<file path="src/rtl/ycbcr_keyer_pkg.sv">
// Shared encodings and bound types for the YCbCr chroma keyer.
// Bounds are stored at MAX_DATA_W and zero-extended, so one struct serves any DATA_W up to 16.
package ycbcr_keyer_pkg;

    localparam int MAX_DATA_W = 16;

    typedef enum logic [2:0] {
        SEL_Y_LO  = 3'd0,
        SEL_Y_HI  = 3'd1,
        SEL_CB_LO = 3'd2,
        SEL_CB_HI = 3'd3,
        SEL_CR_LO = 3'd4,
        SEL_CR_HI = 3'd5
    } cfg_sel_e;

    typedef enum logic [1:0] {
        MODE_PASS = 2'd0,
        MODE_BG   = 2'd1,
        MODE_FILL = 2'd2,
        MODE_MASK = 2'd3
    } mode_e;

    typedef logic [MAX_DATA_W-1:0] bound_t;

    typedef struct packed {
        bound_t lo;
        bound_t hi;
    } range_t;

    typedef struct packed {
        range_t y;
        range_t cb;
        range_t cr;
    } win_bounds_t;

    // Inclusive unsigned test; an inverted range (lo > hi) can never hold.
    function automatic logic in_range(input bound_t v, input range_t r);
        return (v >= r.lo) && (v <= r.hi);
    endfunction

endpackage

</file>
<file path="src/rtl/keyer_window_cmp.sv">
// One key window: six programmable bound registers, their write decode,
// and a registered match flag for the pixel presented this cycle.
module keyer_window_cmp
    import ycbcr_keyer_pkg::*;
#(
    parameter int DATA_W  = 8,
    parameter int WIN_IDX = 0
) (
    input  logic              clk,
    input  logic              rst_n,
    input  logic              cfg_we,
    input  logic [2:0]        cfg_win,
    input  logic [2:0]        cfg_sel,
    input  logic [DATA_W-1:0] cfg_data,
    input  logic [DATA_W-1:0] y,
    input  logic [DATA_W-1:0] cb,
    input  logic [DATA_W-1:0] cr,
    output logic              match
);

    localparam bound_t HI_RESET = bound_t'((64'd1 << DATA_W) - 64'd1);
    localparam win_bounds_t BOUNDS_RESET = '{
        y:  '{lo: '0, hi: HI_RESET},
        cb: '{lo: '0, hi: HI_RESET},
        cr: '{lo: '0, hi: HI_RESET}
    };

    win_bounds_t bounds;
    bound_t      wr_val;
    logic        wr_hit;

    assign wr_val = bound_t'(cfg_data);
    assign wr_hit = cfg_we && (cfg_win == 3'(WIN_IDX));

    // NOTE: the bounds are plain flops, not a RAM, so they take a reset value
    // and sit in the async-reset branch like any other state.
    always_ff @(posedge clk or negedge rst_n) begin
        if (!rst_n) begin
            bounds <= BOUNDS_RESET;
        end else if (wr_hit) begin
            case (cfg_sel_e'(cfg_sel))
                SEL_Y_LO:  bounds.y.lo  <= wr_val;
                SEL_Y_HI:  bounds.y.hi  <= wr_val;
                SEL_CB_LO: bounds.cb.lo <= wr_val;
                SEL_CB_HI: bounds.cb.hi <= wr_val;
                SEL_CR_LO: bounds.cr.lo <= wr_val;
                SEL_CR_HI: bounds.cr.hi <= wr_val;
                default:   ;
            endcase
        end
    end

    // NOTE: non-blocking here so a same-edge write is not seen by this compare;
    // the pixel sampled on the write edge still uses the old bound.
    always_ff @(posedge clk or negedge rst_n) begin
        if (!rst_n) begin
            match <= 1'b0;
        end else begin
            match <= in_range(bound_t'(y),  bounds.y)  &&
                     in_range(bound_t'(cb), bounds.cb) &&
                     in_range(bound_t'(cr), bounds.cr);
        end
    end

endmodule

</file>
<file path="src/rtl/ycbcr_chroma_keyer.sv">
// Chroma-key compositor: window compare (stage 1), key/mode mux (stage 2),
// and a per-frame keyed-pixel counter closed by the rising edge of iVS.
module ycbcr_chroma_keyer
    import ycbcr_keyer_pkg::*;
#(
    parameter int               DATA_W  = 8,
    parameter int               RGB_W   = 10,
    parameter int               NUM_WIN = 2,
    parameter int               COUNT_W = 20,
    parameter logic [RGB_W-1:0] FILL_R  = 10'h3FF,
    parameter logic [RGB_W-1:0] FILL_G  = 10'h190,
    parameter logic [RGB_W-1:0] FILL_B  = 10'h050
) (
    input  logic               iCLK,
    input  logic               iRST_N,
    input  logic               iCfg_WE,
    input  logic [2:0]         iCfg_Win,
    input  logic [2:0]         iCfg_Sel,
    input  logic [DATA_W-1:0]  iCfg_Data,
    input  logic [NUM_WIN-1:0] iWin_En,
    input  logic               iInvert,
    input  logic [1:0]         iMode,
    input  logic               iVS,
    input  logic               iDVAL,
    input  logic [DATA_W-1:0]  iY,
    input  logic [DATA_W-1:0]  iCb,
    input  logic [DATA_W-1:0]  iCr,
    input  logic [RGB_W-1:0]   iRed,
    input  logic [RGB_W-1:0]   iGreen,
    input  logic [RGB_W-1:0]   iBlue,
    input  logic [RGB_W-1:0]   iBg_R,
    input  logic [RGB_W-1:0]   iBg_G,
    input  logic [RGB_W-1:0]   iBg_B,
    output logic               oDVAL,
    output logic [RGB_W-1:0]   oRed,
    output logic [RGB_W-1:0]   oGreen,
    output logic [RGB_W-1:0]   oBlue,
    output logic               oKey,
    output logic [COUNT_W-1:0] oKey_Count
);

    logic [NUM_WIN-1:0] match_s1;
    logic [NUM_WIN-1:0] win_en_s1;
    logic               invert_s1;
    logic               dval_s1;
    logic [RGB_W-1:0]   red_s1, green_s1, blue_s1;
    logic [RGB_W-1:0]   bg_r_s1, bg_g_s1, bg_b_s1;

    for (genvar w = 0; w < NUM_WIN; w++) begin : g_win
        keyer_window_cmp #(
            .DATA_W  (DATA_W),
            .WIN_IDX (w)
        ) u_win (
            .clk      (iCLK),
            .rst_n    (iRST_N),
            .cfg_we   (iCfg_WE),
            .cfg_win  (iCfg_Win),
            .cfg_sel  (iCfg_Sel),
            .cfg_data (iCfg_Data),
            .y        (iY),
            .cb       (iCb),
            .cr       (iCr),
            .match    (match_s1[w])
        );
    end

    always_ff @(posedge iCLK or negedge iRST_N) begin
        if (!iRST_N) begin
            win_en_s1 <= '0;
            invert_s1 <= 1'b0;
            dval_s1   <= 1'b0;
            red_s1    <= '0;
            green_s1  <= '0;
            blue_s1   <= '0;
            bg_r_s1   <= '0;
            bg_g_s1   <= '0;
            bg_b_s1   <= '0;
        end else begin
            win_en_s1 <= iWin_En;
            invert_s1 <= iInvert;
            dval_s1   <= iDVAL;
            red_s1    <= iRed;
            green_s1  <= iGreen;
            blue_s1   <= iBlue;
            bg_r_s1   <= iBg_R;
            bg_g_s1   <= iBg_G;
            bg_b_s1   <= iBg_B;
        end
    end

    // Invert is gated by "any window enabled" so a fully disabled keyer never keys.
    logic key_s1;
    assign key_s1 = ((|(match_s1 & win_en_s1)) ^ invert_s1) & (|win_en_s1);

    logic [RGB_W-1:0] mux_r, mux_g, mux_b;

    // NOTE: every output gets a default first, so no path leaves a value held (no latch).
    always_comb begin
        mux_r = red_s1;
        mux_g = green_s1;
        mux_b = blue_s1;
        case (mode_e'(iMode))
            MODE_BG: if (key_s1) begin
                mux_r = bg_r_s1;
                mux_g = bg_g_s1;
                mux_b = bg_b_s1;
            end
            MODE_FILL: if (key_s1) begin
                mux_r = FILL_R;
                mux_g = FILL_G;
                mux_b = FILL_B;
            end
            MODE_MASK: begin
                mux_r = key_s1 ? '1 : '0;
                mux_g = key_s1 ? '1 : '0;
                mux_b = key_s1 ? '1 : '0;
            end
            default: ;
        endcase
    end

    always_ff @(posedge iCLK or negedge iRST_N) begin
        if (!iRST_N) begin
            oDVAL  <= 1'b0;
            oKey   <= 1'b0;
            oRed   <= '0;
            oGreen <= '0;
            oBlue  <= '0;
        end else begin
            oDVAL  <= dval_s1;
            oKey   <= key_s1 & dval_s1;
            oRed   <= mux_r;
            oGreen <= mux_g;
            oBlue  <= mux_b;
        end
    end

    logic               vs_q;
    logic               vs_rise;
    logic [COUNT_W-1:0] run_count;
    logic [COUNT_W-1:0] count_next;

    // count_next already includes the keyed pixel on the output this cycle.
    assign count_next = (oDVAL && oKey && (run_count != '1)) ? run_count + COUNT_W'(1)
                                                             : run_count;

    always_ff @(posedge iCLK or negedge iRST_N) begin
        if (!iRST_N) begin
            vs_q       <= 1'b0;
            vs_rise    <= 1'b0;
            run_count  <= '0;
            oKey_Count <= '0;
        end else begin
            vs_q    <= iVS;
            vs_rise <= iVS & ~vs_q;
            if (vs_rise) begin
                oKey_Count <= count_next;
                run_count  <= '0;
            end else begin
                run_count  <= count_next;
            end
        end
    end

endmodule

</file>
<file path="config.mk">
export PLATFORM = sky130hd
export DESIGN_NAME = ycbcr_chroma_keyer
export DESIGN_NICKNAME = d
export VERILOG_FILES = /design/src/rtl/ycbcr_keyer_pkg.sv /design/src/rtl/keyer_window_cmp.sv /design/src/rtl/ycbcr_chroma_keyer.sv
export SDC_FILE = /design/constraint.sdc
export NUM_CORES = 1
export LEC_CHECK = 0
export ABC_AREA = 1
export ABC_CLOCK_PERIOD_IN_PS = 2400
export CAP_MARGIN = 20
export CORE_MARGIN = 2
export CORE_UTILIZATION = 48
export CTS_CLUSTER_DIAMETER = 200
export CTS_CLUSTER_SIZE = 12
export DETAILED_ROUTE_END_ITERATION = 6
export PLACE_DENSITY_LB_ADDON = 0.25
export SYNTH_ARGS = -nofsm -noshare
export SYNTH_HDL_FRONTEND = slang
export SYNTH_SLANG_ARGS = --single-unit
</file>
<file path="constraint.sdc">
create_clock -name iCLK -period 2.4 [get_ports iCLK]
set_input_delay 0.48 -clock iCLK [delete_from_list [all_inputs] [get_ports iCLK]]
set_output_delay 0.48 -clock iCLK [all_outputs]
set_load 0.05 [all_outputs]
</file>
[After elaboration in Yosys (flattened, before gate mapping)]
Index checks and enable logic that the tools add are counted.
Operators by class
  $add $sub $neg: 1
  multipliers: 0
  divide/modulo/power cells: 0
  magnitude comparators: 12
  equal/unequal tests: 10
  shift-type cells: 0
  mux-type cells: 12
  bitwise gates (word level): 6
  reductions and logical operators: 30
Operators by type and width (number)
  10-bit one-hot mux with 3 select lines: 3
  10-bit two-way mux: 7
  8-bit >= comparator: 6
  8-bit <= comparator: 6
  20-bit two-way mux: 2
  2-bit AND reduction: 12
  20-bit by 1-bit adder with 20-bit output (second input constant): 1
  20-bit inequality test (second input constant): 1
  1-bit logical AND: 14
  3-bit by 1-bit equality test with 1-bit output (second input constant): 2
  3-bit by 2-bit equality test with 1-bit output (second input constant): 2
  3-bit equality test (second input constant): 2
  3-bit logical NOT: 2
  2-bit equality test (second input constant): 2
  2-bit OR reduction: 2
  1-bit AND: 3
  2-bit AND: 1
  2-bit by 1-bit equality test with 1-bit output (second input constant): 1
  1-bit inverter: 1
  1-bit XOR: 1
Word-level totals
  bits in registers: 236
  bits in latches: 0
  bits in writable memories: 0
  ROM bits: 0
  input port bits: 108
  word-level logic and storage cells: 103
  memories: 0

[Depth between registers and ports, before layout]
  word-level depth: 6
  mapped depth: 14

[Hierarchy]
A second synthesis with hierarchy kept.
Second synthesis, totals
  cell total of the unflattened synthesis: 1308
  area total of the unflattened synthesis: 11703.7 sq um
By module, submodules not included
  ycbcr_chroma_keyer: times used 1, cells an instance 537, area each 5331.4 sq um, sequential area each 3453.3 sq um
  keyer_window_cmp (g_win[0].u_win): times used 1, cells an instance 386, area each 3289.4 sq um, sequential area each 1256.2 sq um
  keyer_window_cmp (g_win[1].u_win): times used 1, cells an instance 385, area each 3083.0 sq um, sequential area each 1256.2 sq um

[Worst setup path before layout]
OpenSTA, ideal clock, no wires.
  path type: flip-flop to flip-flop
  from: reg oKey
  to: reg oKey_Count[16]
  setup time: 118 ps
  data arrival time: 1554 ps
  required time: 2282 ps
  slack: 728 ps
  cell stages (with the launch flop): 10
  clock period less this slack: 1672 ps
  path through: dfrtp_1 nand2_1 nor2_1 nand2_1 nor2_1 nand3_1 nand2_1 nand2_1 nand2_1 nand2_1
On the way
  longest elaborated chain between the ends: 3
Ends and longest elaborated chain
  from (decl): RTL line ycbcr_chroma_keyer.sv:38  | output logic oKey,
  from (signal assigned): RTL line ycbcr_chroma_keyer.sv:131  | oKey <= key_s1 & dval_s1;
  1-bit logical AND (2 in a row): RTL line ycbcr_chroma_keyer.sv:144  | assign count_next = (oDVAL && oKey && (run_count != '1)) ? run_count + COUNT_W'(1)
  20-bit two-way mux: RTL line ycbcr_chroma_keyer.sv:144
  to (signal assigned): RTL line ycbcr_chroma_keyer.sv:157  | oKey_Count <= count_next;
  to (decl): RTL line ycbcr_chroma_keyer.sv:39  | output logic [COUNT_W-1:0] oKey_Count
Every way passes these cells.
A chain may end at the register's enable or synchronous reset.

[Final worst setup path]
  from: reg oKey_Count[13]
  to: out oKey_Count[13]
No word-level cell between the ends.

==> metrics <==
number of library cell types mapped by synthesis 31; Pins Over Slew Limit 0; post-synthesis instance total 1317; count leader, synth nand2_1; switching fraction of total power 27.91%; via density per instance 4.899; combined buffer and inverter count along the critical path 1; post-route setup slack 0.2257 ns; design area 14180 µm²; wire length of the first global-routing pass 42.13 mm; power density of the placed cells 706.4 nW/µm²; CP Data Required Time 1.92 ns; Primary FF master, synth dfrtp_1; largest fanout on the critical path 2; unrepaired setup endpoints after global routing false; part of the total power dissipated in sequential elements 46.3%; Die Span X 158.7 µm; number of max-cap violations 0; share of cells above drive strength 1 8.849%; Starting Density 48.93%; GRT Residual Overflow 0; leakage power summed over all cells 7.141 nW; delay contributed by the slowest stage of the critical path 0.82 ns; drt wl/cell 14.12 µm; Top delay family on crit path buffers and inverters; Internal 0.007219 W; iteration count of the initial detailed-routing pass 6; power share of the clock group 33.5%; run status finished, final reports clean; headroom to the max-slew limit 50.49%; Setup Crit Path Kind flop to output pin; post-route insts no fill 1822; crit end category output pin; count of instances resized after the clock tree is built 0; most frequent cells after synthesis nand2_1 (383), dfrtp_1 (188), inv_1 (176); min Tclk post-route 2.174 ns; final weighted congestion in routability-driven placement 0.8365; CTS tree yes; post-route antenna net violation count 0; Global Route met1 Usage 27.25%; top-area cell type share of the netlist area 40.96%; Total Neg Setup Slack 0 ns; number of primary I/O pins 160; sum of net half-perimeters after detailed placement 18.62 mm; root buf cell clkbuf_16; crit path DAT 1.69 ns; IR drop worst, VDD 0.6585 mV; GRT Max-Usage Layer met2; vias post-DR 8926; Yosys warnings 0; Place WS 0.2509 ns; library cell with the largest summed area after synthesis dfrtp_1; number of placed cells counting well taps 1780; Combinational Power Share 20.2%; detailed-route wire length 25.72 mm; clock slew at the register clock pins of the worst setup and hold paths 0.06 ns; DR iter-0 viols 494; async set or reset register ratio after synthesis 100.0%; floorplan die area 25180 µm²; pin count of the biggest net entering global routing 72; fraction of met2 tracks used by global routing 36.71%; number of buffers inserted for hold repair after clock tree synthesis 1; post-synthesis net count 1522; DIE HEIGHT 158.7 µm; number of buffers on the longest clock path 3; Placement Rows 56; Fin Clk Skew 0.02532 ns; final core utilization 60.39%; placeable core region 23470 µm²; post-CTS setup buffers 0; hold violation total from the final report 0; number of nets in the layout 1692; number of buffers added on ports 159; source-to-sink clock delay at the later pin of the worst-skew pair 0.51 ns; number of global-route vias before repair 8661; part of the cycle the worst path needs 90.59%; overall routing resource usage 20.89%; FF+latch count, synth 236; global-route track usage on met3 2.695%; antenna cell count 0; Sw Pwr 0.002795 W; Synth area leaders dfrtp_1 (41%), nand2_1 (13%), dfstp_2 (11%); CTS H-Tree Depth 1; crit path launch type flop; final setup fails 0; path class of the lowest-slack min-delay path flop to flop; DRC violations left 0; sequential element share of the synthesized area 51.94%; Max Freq 459.9 MHz; CTS Sinks 236; Worst-Margin Slew 0.7403 ns; average footprint of a synthesized cell 8.721 µm²; layout overhead on the synthesized area 23.42%; Placement Cell Area 13500 µm²; initial antenna violation count 0; Slowest-stage cell, CP clkdlybuf4s50_1; count of flip-flops with a built-in enable after synthesis 0; area of the mapped netlist 11490 µm²; number of buffers added by the clock tree synthesis step 23; ordered cell list for the critical path clkdlybuf4s50_1
-- cell type report --
type | instances | area [µm²]
clock buffer | 40 | 639.4
clock inverter | 1 | 30.03
fill | 2048 | 9296
inverter | 179 | 671.9
multi-input combinational | 862 | 4651
sequential | 236 | 5966
tap | 319 | 399.1
timing repair buffer | 185 | 1819
-- worst register-to-register path: stages (launching register included) --
cell and delay [ns]:
dfrtp_1 0.41, nand2_1 0.08, o21ai_1 0.07, inv_1 0.06
nand2_1 0.06, nand2_2 0.29, nand3_1 0.55, nand3_1 0.23
o21ai_0 0.10
-- layout by cell type (no fill, tap or decap) --
| cell type | instances |
|---|---|
| a21o_1 | 7 |
| a21o_2 | 3 |
| a21oi_1 | 32 |
| buf_12 | 2 |
| buf_4 | 23 |
| buf_8 | 1 |
| bufinv_16 | 1 |
| clkbuf_1 | 17 |
| clkbuf_16 | 23 |
| clkdlybuf4s50_1 | 158 |
| clkinv_1 | 1 |
| dfrtp_1 | 188 |
| dfstp_2 | 48 |
| dlygate4sd3_1 | 1 |
| ha_1 | 97 |
| inv_1 | 176 |
| inv_2 | 2 |
| mux2_2 | 12 |
| nand2_1 | 383 |
| nand2_2 | 4 |
| nand2_4 | 1 |
| nand3_1 | 70 |
| nand3_2 | 3 |
| nand3b_1 | 3 |
| nand4_1 | 22 |
| nor2_1 | 94 |
| nor2_2 | 6 |
| nor2_4 | 2 |
| nor3_1 | 3 |
| o21a_1 | 2 |
| o21ai_0 | 107 |
| o21ai_1 | 4 |
| o21bai_1 | 5 |
| or2_2 | 2 |
-- sequential cells by signal, indices dropped and copies added (netlist names), 2 cells and up --
register and count:
bg_b_s1 10, bg_g_s1 10, bg_r_s1 10, blue_s1 10, g_win.u_win.bounds 96, g_win.u_win.match 2, green_s1 10, oBlue 10
oGreen 10, oKey_Count 20, oRed 10, red_s1 10, run_count 20, win_en_s1 2
-- layer usage --
| metal | vias to the layer above | wire length (µm) |
|---|---|---|
| met5 | - | 0 |
| li1 | 4507 | - |
| met2 | 191 | 12800 |
| met3 | 37 | 1144 |
| met4 | 0 | 694 |
| met1 | 4191 | 11080 |
-- final timing paths --
path                                 startpoint                         to  slack (ns)  depth (start not counted)
max                              oKey_Count[13]             oKey_Count[13]        0.23                          1
min                                     dval_s1                      oDVAL        0.38                          0
max reg2reg                g_win[0].u_win.match                  oGreen[5]        0.42                          8
min reg2reg                             dval_s1                      oDVAL        0.38                          0
max in group asynchronous                iRST_N  g_win[1].u_win.bounds[33]        1.09                          3
min in group asynchronous                iRST_N               run_count[0]        0.54                          2
-- kinds of logic (layout without fill, tap and decap cells) --
family,after synthesis,in the layout,share of synthesized area [%]
flops,236,236,51.94
mux,12,12,1.176
fa+ha+maj,97,97,10.57
simple gates,593,593,21.37
buf+inv,219,405,7.571
compound gates,160,160,7.375
-- metrics by stage --
stage / hold slack (ns) / power, W
after floorplan: 0.1844 / 0.005979
after global placement: 0.3621 / 0.006651
after detailed placement: 0.3688 / 0.006740
after CTS: 0.3816 / 0.01013
after global routing: 0.3892 / 0.01061
final: 0.3793 / 0.01001
-- power groups by stage --
stage / Sequential [W] / Clock [W] / Combinational [W]
5_1_grt: 0.00467 / 0.00361 / 0.00233
2_1_floorplan: 0.00488 / 0 / 0.00110
3_5_place_dp: 0.00470 / 0 / 0.00204
3_3_place_gp: 0.00469 / 0 / 0.00196
6_report: 0.00463 / 0.00335 / 0.00203
4_1_cts: 0.00464 / 0.00344 / 0.00205
(Power assumes the default switching activity.)
